[src/rtl/baud_divider.sv]
// rtl/baud_divider.sv - programmable baud prescaler with oversample, mid-bit and end-of-bit ticks
//
// Purpose: divides the clock by (div_q+1) to make an oversample tick, then
// counts OVERSAMPLE of those per bit to mark the mid-bit sample point and
// the end of each bit.
//
// Ports:
//   in       - clock, all state updates on its rising edge
//   rst      - asynchronous active-high reset
//   en       - count enable
//   div      - new divisor, captured into div_q when load is high
//   load     - capture div and realign phase
//   restart  - realign phase to zero, keep divisor
//   tick_os  - one-cycle oversample tick
//   tick_mid - one-cycle mid-bit tick
//   tick_bit - one-cycle end-of-bit tick
//   count    - current prescaler value
//   os_count - current oversample index

module baud_divider #(
  parameter int WIDTH       = 16,
  parameter int DEFAULT_DIV = 867,
  parameter int OVERSAMPLE  = 16,
  parameter int OS_WIDTH    = 4
) (
  input  logic                in,
  input  logic                rst,
  input  logic                en,
  input  logic [WIDTH-1:0]    div,
  input  logic                load,
  input  logic                restart,
  output logic                tick_os,
  output logic                tick_mid,
  output logic                tick_bit,
  output logic [WIDTH-1:0]    count,
  output logic [OS_WIDTH-1:0] os_count
);

  localparam logic [WIDTH-1:0]    DIV_RESET = WIDTH'(DEFAULT_DIV);
  localparam logic [OS_WIDTH-1:0] OS_LAST   = OS_WIDTH'(OVERSAMPLE - 1);
  localparam logic [OS_WIDTH-1:0] OS_MID    = OS_WIDTH'(OVERSAMPLE / 2 - 1);

  logic [WIDTH-1:0] div_q;

  always_ff @(posedge in or posedge rst) begin
    if (rst) begin
      div_q    <= DIV_RESET;
      count    <= '0;
      os_count <= '0;
      tick_os  <= 1'b0;
      tick_mid <= 1'b0;
      tick_bit <= 1'b0;
    end else begin
      // Ticks are pulses: cleared on every edge unless the enabled wrap
      // branch below raises them again.
      tick_os  <= 1'b0;
      tick_mid <= 1'b0;
      tick_bit <= 1'b0;
      if (load) begin
        div_q    <= div;
        count    <= '0;
        os_count <= '0;
      end else if (restart) begin
        count    <= '0;
        os_count <= '0;
      end else if (en) begin
        // >= rather than == so a count left above a smaller divisor still
        // wraps instead of running up to the top of the counter.
        if (count >= div_q) begin
          count   <= '0;
          tick_os <= 1'b1;
          // tick_mid looks at the index before it advances, so it fires
          // half a bit ahead of tick_bit.
          tick_mid <= (os_count == OS_MID);
          if (os_count == OS_LAST) begin
            os_count <= '0;
            tick_bit <= 1'b1;
          end else begin
            os_count <= os_count + OS_WIDTH'(1);
          end
        end else begin
          count <= count + WIDTH'(1);
        end
      end
    end
  end

endmodule

[config.mk]
export PLATFORM = sky130hd
export DESIGN_NAME = baud_divider
export DESIGN_NICKNAME = d
export VERILOG_FILES = /design/src/rtl/baud_divider.sv
export SDC_FILE = /design/constraint.sdc
export NUM_CORES = 1
export LEC_CHECK = 0
export ABC_AREA = 1
export BUFFER_PORTS_ARGS = -buffer_cell sky130_fd_sc_hd__buf_2
export CORE_UTILIZATION = 33
export CTS_CLUSTER_DIAMETER = 30
export DETAILED_ROUTE_END_ITERATION = 7
export SLEW_MARGIN = 20
export SYNTH_ARGS = -nofsm -noshare
export SYNTH_HDL_FRONTEND = slang
export SYNTH_SLANG_ARGS = --single-unit
[constraint.sdc]
create_clock -name in -period 2.04 [get_ports in]
set_clock_uncertainty 0.05 [all_clocks]
set_input_delay 0.306 -clock in [delete_from_list [all_inputs] [get_ports in]]
set_output_delay 0.306 -clock in [all_outputs]
set_load 0.01 [all_outputs]
==> results of run 1 <==
## repair_timing
action / 4_1_cts / 5_1_grt
buffers inserted: 0 / 2
hold buffers: 0 / 0
endpoints found under the setup margin: 0 / 15
gates resized for setup: 0 / 6
## power by group
part           switching [uW]  internal, uW
registers                11.6           812
clock network             277           396
logic                     113          67.9
## routing by layer
layer / up-vias / part of all wire
met5: - / 0
met4: 0 / 0.0060
met3: 3 / 0.055
met2: 41 / 0.47
met1: 863 / 0.47
li1: 977 / -
## area by class of cell
class | count | area [um^2] | area share
flip-flops and latches | 39 | 983 | 0.346
clock inverters | 2 | 35.0 | 0.0123
clock buffers | 6 | 82.6 | 0.0290
inverters | 37 | 139 | 0.0488
well taps | 77 | 96.3 | 0.0339
multi-input cells | 186 | 1150 | 0.406
repair buffers | 61 | 354 | 0.124
## placed cells by master (no fill, tap or decap), types with 8 or more instances in the layout
cell type / instances
nand2_1: 66
buf_2: 43
inv_1: 35
dfrtp_1: 33
ha_1: 18
buf_4: 17
o21ai_0: 15
nor2_1: 13
nand3_1: 11
xor2_1: 11
a21oi_2: 11
a21oi_1: 8
## worst paths after layout
| kind | start | slack (ns) | end | depth (start not counted) |
|---|---|---|---|---|
| max | div_q[5] | 0.15 | count[15] | 12 |
| min | rst | 0.07 | div_q[2] | 3 |
| max reg2reg | div_q[5] | 0.15 | count[15] | 12 |
| min reg2reg | div_q[9] | 0.44 | div_q[9] | 2 |
| max in group asynchronous | rst | 1.50 | div_q[6] | 3 |
| min in group in | div[15] | 0.17 | div_q[15] | 3 |
## kinds of logic (layout without fill, tap and decap cells)
logic type / count (synthesis) / after routing / share of synthesized area
flip-flops: 39 / 39 / 0.430
adder cells (fa/ha/maj): 18 / 18 / 0.0984
AND/OR/NAND/NOR: 115 / 116 / 0.238
AO/OA/AOI/OAI: 38 / 38 / 0.101
buffers and inverters: 43 / 106 / 0.0787
XOR/XNOR: 13 / 13 / 0.0497
multiplexers: 1 / 1 / 0.00492
## stage by stage
stage                     power [uW]   util  setup TNS, ns
after global placement          1010  0.410              0
after detailed placement        1020  0.410              0
final                           1680  0.436              0
after floorplan                  957      -              0
after global routing            1760  0.436        -0.0222
after CTS                       1700  0.428              0
## sequential cells by signal (all words and copies together), names as in the netlist
name and count:
tick_mid 1, os_count 4, count 16, tick_os 1, div_q 16, tick_bit 1
## worst min-delay path: cells and delay by family
family,cells,cell delay (ns)
buffers and inverters,3,0.55
==> flow_summary.json, run 1 <==
{
  "grt_setup_unrepaired": "yes",
  "drv_slew": 0,
  "worstSetupPathType": "flip-flop to flip-flop",
  "synth_sequential_area_ratio": 0.430,
  "numCtsBuffers": 5,
  "detail_route.vias_per_cell": 4.62,
  "grtUsageMet2": 0.228,
  "final-hold-violation-count": 0,
  "track_usage": 0.140,
  "drt_iter0_markers": 55,
  "globalRouteOverflowTotal": 0,
  "placed_cell_area_um2": 2680,
  "peakVddDrop_mv": 0.302,
  "powerDensity_nw_per_um2": 589,
  "fp.dieW_um": 85.3,
  "syn_avg_cell_area_um2": 8.58,
  "drt-pass1-iter-count": 4,
  "cts_htree_levels": 2,
  "run_status": "finished clean",
  "yosys_warnings": 0,
  "worst-slew-pin-transition_ns": 0.504,
  "synth_fp_nets": 306,
  "floorplan.die.height_um": 85.3,
  "fillCellCount": 654,
  "worst-path-max-fanout": 5,
  "grt_pass1_wl_um": 8000,
  "drive_above_1_share": 0.326,
  "synth_top_cell_area_share": 0.361,
  "async_set_reset_flop_share_out_of_synthesis": 1.00,
  "insertion_delay_ns": 0.29,
  "post_synth_main_area_contributors": "dfrtp_1, nand2_1, ha_1",
  "n_antenna_cell": 0,
  "grt_start_max_net_pins": 40,
  "kind_of_start_point_of_the_critical_path": "flip-flop",
  "cts_tree": "built",
  "post-dp-hpwl_um": 3680,
  "cp_data_required_time_ns": 2.21,
  "core.rowCount": 29,
  "ys_dominant_reg_cell": "dfrtp_1",
  "dp_worst_setup_slack_ns": 0.0346,
  "synth_top_cell_by_area": "dfrtp_1",
  "synth_area_um2": 2290,
  "cts_buffer_depth": 2,
  "critical-path-top-delay-family": "simple AND/OR/NAND/NOR gates",
  "worstPathCellList": "inv_1 -> ha_1 -> nand2_1 -> inv_1 -> nand2_1 -> nor2_1 -> nor2_1 -> nand2_1 -> nand2_2 -> nand3_4 -> buf_4 -> a21oi_1",
  "drt-wirelength-per-cell_um": 11.9,
  "whs_ns": 0.0674,
  "synth.distinct_cells": 28,
  "design.core.area_um2": 6530,
  "cp.buffers_inverters": 3,
  "maxClockFrequency_mhz": 529,
  "first_global_vias": 1769,
  "design.final.nets": 369,
  "post-route-drc-count": 0,
  "io_pins": 44,
  "critical_path.max_stage_delay_ns": 0.52,
  "worst_path_arrival_ns": 2.06,
  "drt-total-wl_um": 4840,
  "clkSlewWorstSetupHoldPaths_ns": 0.08,
  "antenna_violating_nets_post_route": 0,
  "worstHoldPathType": "input port to asynchronous set/reset pin",
  "grtUsageMet3": 0.0340,
  "max_capacitance_violation_count": 0,
  "starting_density_of_the_core": 0.351,
  "detailroute.via_count": 1884,
  "period_share": 0.926,
  "synthesis.instances": 267,
  "critical_path.most_common_cell": "nand2_1",
  "smallest_setup_slack_after_layout_ns": 0.151,
  "synth-edff-count": 0,
  "post_layout_nonfiller_instances": 408,
  "timing.final.crit_period_ns": 1.89,
  "gp_routability_congestion": 0.815,
  "slew_headroom": 0.664,
  "p_leak_uw": 0.00151,
  "die-area_um2": 7280,
  "gr-usage-met1": 0.184,
  "grt_antenna_before_repair": 0,
  "critPathCaptureType": "flip-flop",
  "cts.root.buffer_cell": "clkbuf_8",
  "dpl.cell_count": 397,
  "grt_max_usage_layer": "met2",
  "ys_ff_latch": 39,
  "cpMaxStageDelayCell": "dfstp_2",
  "setup_viol": 0,
  "synth_commonest_cells": "nand2_1, inv_1, dfrtp_1",
  "synth_most_common_cell": "nand2_1",
  "port_buffers": 43,
  "synthToLayoutAreaGrowth_pct": 24.3,
  "fin_area_um2": 2850,
  "clock_sinks": 39
}
No activity file was read; power rests on OpenSTA's default activity.
==> inputs of run 2 (changes only) <==
--- a/config.mk
+++ b/config.mk
@@ -10,6 +10,7 @@
 export CORE_UTILIZATION = 33
 export CTS_CLUSTER_DIAMETER = 30
 export DETAILED_ROUTE_END_ITERATION = 7
+export SETUP_SLACK_MARGIN = 0.3
 export SLEW_MARGIN = 20
 export SYNTH_ARGS = -nofsm -noshare
 export SYNTH_HDL_FRONTEND = slang
==> constraint.sdc (replaced) <==
create_clock -name in -period 2.1 [get_ports in]
set_clock_uncertainty 0.05 [all_clocks]
set_input_delay 0.315 -clock in [delete_from_list [all_inputs] [get_ports in]]
set_output_delay 0.315 -clock in [all_outputs]
set_load 0.01 [all_outputs]
==> run 2 against run 1 <==
  * Sequential share of layout area down 0.35 points
  * Fmax up 3.3%
  * First-iteration DRC count down 3.6%
  * Sequential power down 2.5%
  * Global-route usage up 1.4 points
  * Design area up 1.4%
  * Non-clock buffer count down 3
  * Largest power group unchanged
==> flow_summary.json, run 2 (synthesized netlist as in run 1, its figures left out) <==
{
  "run_status": "finished clean",
  "maxClockFrequency_mhz": 547,
  "routed.top_layer": "met4",
  "globalRouteOverflowTotal": 0,
  "slew_headroom": 0.661,
  "critical-path-top-delay-family": "simple AND/OR/NAND/NOR gates",
  "drv_slew": 0,
  "period_share": 0.871,
  "timing.final.crit_period_ns": 1.83,
  "synthToLayoutAreaGrowth_pct": 26.0,
  "io_pins": 44,
  "dpl.cell_count": 390,
  "combined_area_of_the_multi_input_logic_cells_um2": 1240,
  "setup_viol": 0,
  "grt_setup_unrepaired": "yes",
  "cts.root.buffer_cell": "clkbuf_8",
  "largestRegisters": "count: 16 flops, div_q: 16 flops, os_count: 4 flops",
  "critical_path.reg2reg.startpoint": "div_q[5]",
  "critical_path.most_common_cell": "nand2_1",
  "drt-wirelength-per-cell_um": 12.6,
  "starting_density_of_the_core": 0.351,
  "peakVddDrop_mv": 0.208,
  "die-area_um2": 7280,
  "design.final.nets": 365,
  "dr_wl_met2_um": 2400,
  "cp_data_required_time_ns": 2.27,
  "worst-slew-pin-transition_ns": 0.509,
  "first_global_vias": 1911,
  "post-dp-hpwl_um": 3680,
  "worst_path_arrival_ns": 2.00,
  "design.core.area_um2": 6530,
  "totalNegativeSetupSlack_ns": 0,
  "max_capacitance_violation_count": 0,
  "cpMaxStageDelayCell": "dfstp_2",
  "n_antenna_cell": 0,
  "detail_route.wirelength.met1_um": 2390,
  "drt-pass1-iter-count": 3,
  "final_total_power_uw": 1500,
  "core.rowCount": 29,
  "track_usage": 0.154,
  "grt_antenna_before_repair": 0,
  "mostFrequentLayoutCell": "nand2_1",
  "routed-wl-met3_um": 232,
  "critPathCaptureType": "flip-flop",
  "drt_iter0_markers": 53,
  "worstSetupPathType": "flip-flop to flip-flop",
  "numCtsBuffers": 5,
  "clock_sinks": 39,
  "sequential_cell_area_um2": 987,
  "fillCellCount": 673,
  "post-route-drc-count": 0,
  "kind_of_start_point_of_the_critical_path": "flip-flop",
  "worst-path-max-fanout": 7,
  "cts_buffer_depth": 2,
  "powerDensity_nw_per_um2": 519,
  "drt-total-wl_um": 5090,
  "cts_htree_levels": 2,
  "cts_tree": "built",
  "hold_buffers": 0,
  "detailroute.via_count": 1884,
  "grt_start_max_net_pins": 40,
  "detail_route.vias_per_cell": 4.66,
  "drive_above_1_share": 0.401,
  "port_buffers": 43,
  "floorplan.die.height_um": 85.3,
  "final-hold-violation-count": 0,
  "layout_common_cells": "nand2_1, buf_2, dfrtp_1, inv_1, o21ai_0",
  "clkSlewWorstSetupHoldPaths_ns": 0.08,
  "critical_path.max_stage_delay_ns": 0.53,
  "p_leak_uw": 0.00149,
  "cp.buffers_inverters": 2,
  "worstHoldPathType": "input port to asynchronous set/reset pin",
  "worstPathCellList": "inv_2 -> ha_4 -> nand2_1 -> nand2_1 -> nand2_1 -> nand2_1 -> nor2_1 -> nand2_2 -> nand2_4 -> nand3_4 -> buf_6 -> a21oi_2",
  "post_layout_nonfiller_instances": 404,
  "antenna_violating_nets_post_route": 0,
  "gp_routability_congestion": 0.804,
  "insertion_delay_ns": 0.29,
  "grt_pass1_wl_um": 8720,
  "worst_setup_sp": "div_q[5]",
  "fp.dieW_um": 85.3
}
run 2: layout make-up:
| cell class | count | share of cell area |
|---|---|---|
| clock buffers | 5 | 0.0239 |
| clock inverters | 3 | 0.00520 |
| inverters | 37 | 0.0481 |
| multi-input cells | 185 | 0.431 |
| flip-flops and latches | 39 | 0.342 |
| well taps | 77 | 0.0334 |
| repair buffers | 58 | 0.116 |
run 2: stage by stage:
stage / utilization / cell area [um^2] / setup WS [ns] / hold slack [ns]
after global routing: 0.442 / 2890 / 0.162 / 0.109
after global placement: 0.402 / 2630 / 0.161 / 0.416
after floorplan: - / 2290 / 0.368 / 0.379
after CTS: 0.430 / 2810 / 0.275 / 0.102
final: 0.442 / 2890 / 0.272 / 0.0723
after detailed placement: 0.402 / 2630 / 0.130 / 0.422
run 2: worst reg2reg max path, stage by stage (launching register included):
cell,delay [ns]
dfstp_2,0.53
inv_2,0.04
ha_4,0.21
nand2_1,0.05
nand2_1,0.04
nand2_1,0.05
nand2_1,0.05
nor2_1,0.14
nand2_2,0.08
nand2_4,0.08
nand3_4,0.12
buf_6,0.18
a21oi_2,0.13
run 2: timing repair:
action,4_1_cts,5_1_grt
gates resized for setup,17,19
pin swaps,9,9
setup endpoints to repair,20,23
buffers inserted,2,4
run 2: worst paths after layout:
check | endpoint | slack (ns) | cells after the start
hold reg to reg | div_q[9] | 0.45 | 2
max in group asynchronous | count[10] | 1.53 | 3
setup / recovery | count[2] | 0.27 | 12
min in group in | div_q[12] | 0.17 | 3
hold / removal | div_q[2] | 0.07 | 3
setup reg to reg | count[2] | 0.27 | 12
run 2: report_power, final:
group | internal (uW) | leakage (uW) | total (uW) | switching (uW)
clock network | 227 | 0.0000477 | 498 | 270
registers | 789 | 0.000499 | 803 | 14.3
logic | 75.1 | 0.000938 | 196 | 120
total | 1090 | 0.00149 | 1500 | 405
run 2: per-layer routing:
metal | vias to the layer above | track usage
met4 | 0 | 0.0394
met5 | - | 0
li1 | 970 | -
met2 | 38 | 0.261
met3 | 7 | 0.0496
met1 | 869 | 0.190
==> inputs of run 3 (changes only) <==
--- a/config.mk
+++ b/config.mk
@@ -7,9 +7,11 @@
 export LEC_CHECK = 0
 export ABC_AREA = 1
 export BUFFER_PORTS_ARGS = -buffer_cell sky130_fd_sc_hd__buf_2
+export CORE_MARGIN = 2
 export CORE_UTILIZATION = 33
 export CTS_CLUSTER_DIAMETER = 30
 export DETAILED_ROUTE_END_ITERATION = 7
+export RECOVER_POWER = 50
 export SETUP_SLACK_MARGIN = 0.3
 export SLEW_MARGIN = 20
 export SYNTH_ARGS = -nofsm -noshare
==> run 3 against run 2 <==
  * Die area is 4.7% higher
  * Via count shrank 0.96%
  * Design area fell by 0.39%
  * Fmax increased by 1.7%
  * Largest cell class unchanged
  * Largest power group unchanged
==> flow_summary.json, run 3 (synthesized netlist as in run 1, its figures left out) <==
{
  "cp.buffers_inverters": 2,
  "drt_iter0_markers": 100,
  "cpMaxStageDelayCell": "dfstp_2",
  "design.core.area_um2": 6760,
  "hold_buffers": 0,
  "worstPathCellList": "inv_2 -> ha_4 -> nand2_1 -> nand2_1 -> nand2_1 -> nand2_1 -> nor2_1 -> nand2_2 -> nand2_4 -> nand3_4 -> buf_6 -> a21oi_1",
  "track_usage": 0.144,
  "worst_case_reg_to_reg_path_depth": 12,
  "powerDensity_nw_per_um2": 580,
  "kind_of_start_point_of_the_critical_path": "flip-flop",
  "drt-total-wl_um": 5060,
  "detailroute.via_count": 1866,
  "n_antenna_cell": 0,
  "worst_path_arrival_ns": 1.97,
  "grt_antenna_before_repair": 0,
  "drv_slew": 0,
  "post-dp-hpwl_um": 3700,
  "critical_path.most_common_cell": "nand2_1",
  "final_total_power_uw": 1670,
  "timing.hold.worst_path_depth": 3,
  "core.rowCount": 30,
  "maxClockFrequency_mhz": 557,
  "fp.dieW_um": 87.3,
  "drt-wirelength-per-cell_um": 12.6,
  "final-hold-violation-count": 0,
  "worstSetupPathType": "flip-flop to flip-flop",
  "port_buffers": 43,
  "cts.root.buffer_cell": "clkbuf_8",
  "cts_tree": "built",
  "io_pins": 44,
  "numCtsBuffers": 5,
  "run_status": "finished clean",
  "drt-pass1-iter-count": 4,
  "cp_data_required_time_ns": 2.27,
  "synthToLayoutAreaGrowth_pct": 25.5,
  "slew_headroom": 0.275,
  "starting_density_of_the_core": 0.339,
  "max_capacitance_violation_count": 0,
  "critical_path.max_stage_delay_ns": 0.53,
  "antenna_violating_nets_post_route": 0,
  "gp_routability_congestion": 0.760,
  "totalNegativeSetupSlack_ns": 0,
  "insertion_delay_ns": 0.30,
  "globalRouteOverflowTotal": 0,
  "cts_buffer_depth": 2,
  "cts_htree_levels": 2,
  "worst-path-max-fanout": 7,
  "largestRegisters": "count: 16 flops, div_q: 16 flops, os_count: 4 flops",
  "mostFrequentLayoutCell": "nand2_1",
  "post-route-drc-count": 0,
  "setup_viol": 0,
  "worst-slew-pin-transition_ns": 1.09,
  "die-area_um2": 7620,
  "p_leak_uw": 0.00147,
  "clkSlewWorstSetupHoldPaths_ns": 0.08,
  "drive_above_1_share": 0.361,
  "worstHoldPathType": "input port to flip-flop",
  "first_global_vias": 1811,
  "layout_common_cells": "nand2_1, buf_2, dfrtp_1, inv_1, o21ai_0",
  "floorplan.die.height_um": 87.3,
  "period_share": 0.856,
  "detail_route.vias_per_cell": 4.65,
  "critical-path-top-delay-family": "simple AND/OR/NAND/NOR gates",
  "peakVddDrop_mv": 0.358,
  "critPathCaptureType": "flip-flop",
  "grt_setup_unrepaired": "yes",
  "grt_pass1_wl_um": 8540,
  "worst-path-stages": 12,
  "grt_start_max_net_pins": 40,
  "timing.final.crit_period_ns": 1.80,
  "clock_sinks": 39,
  "design.final.nets": 359
}
==> run 3: layer usage <==
layer / GRT usage / part of all wire / routed length, um / vias to the layer above
met5: 0 / 0 / 0 / -
met4: 0.0294 / 0.0085 / 43 / 0
met3: 0.0531 / 0.067 / 340 / 6
met2: 0.231 / 0.46 / 2320 / 41
met1: 0.185 / 0.46 / 2350 / 868
li1: - / - / - / 951
==> run 3: worst register-to-register path, cell delays in order, from the launching register on <==
cell and delay, ns:
dfstp_2 0.53, inv_2 0.04, ha_4 0.20, nand2_1 0.05, nand2_1 0.04, nand2_1 0.05, nand2_1 0.05, nor2_1 0.12
nand2_2 0.07, nand2_4 0.07, nand3_4 0.13, buf_6 0.19, a21oi_1 0.12
==> run 3: path summary, 6_finish.rpt <==
kind	startpoint	to	slack, ns
setup / recovery	div_q[5]	count[2]	0.30
hold / removal	div[7]	div_q[7]	0.17
setup reg to reg	div_q[5]	count[2]	0.30
hold reg to reg	div_q[8]	div_q[8]	0.45
max in group asynchronous	rst	os_count[3]	1.10
min in group asynchronous	rst	div_q[3]	0.27
==> run 3: layout make-up <==
type,count,area [um^2]
clock buffer,6,82.6
fill,670,3880
inverter,37,139
clock inverter,2,35.0
multi-input combinational,185,1250
timing repair buffer,52,287
sequential,39,983
tap,80,100
==> run 3: where the power goes <==
| part | leakage [uW] | internal (uW) | switching [uW] | total, uW |
|---|---|---|---|---|
| Clock | 0.0000612 | 385 | 287 | 672 |
| Combinational | 0.000903 | 71.3 | 120 | 191 |
| Sequential | 0.000504 | 789 | 13.5 | 803 |
| Total | 0.00147 | 1250 | 420 | 1670 |
==> run 3: stage by stage <==
stage	setup WS (ns)	std cells	util	instance area (um^2)	hold slack [ns]
6_report	0.303	401	0.425	2870	0.167
5_1_grt	0.188	401	0.425	2870	0.167
4_1_cts	0.282	401	0.419	2830	0.100
3_5_place_dp	0.151	392	0.388	2620	0.426
3_3_place_gp	0.179	392	0.388	2620	0.412
2_1_floorplan	0.368	267	-	2290	0.379
==> run 3: repair_timing <==
item,4_1_cts,5_1_grt
setup buffers,1,0
pin swaps,7,12
gates cloned,0,0
hold endpoints to repair,0,0
setup endpoints to repair,19,23
resized for setup,14,17
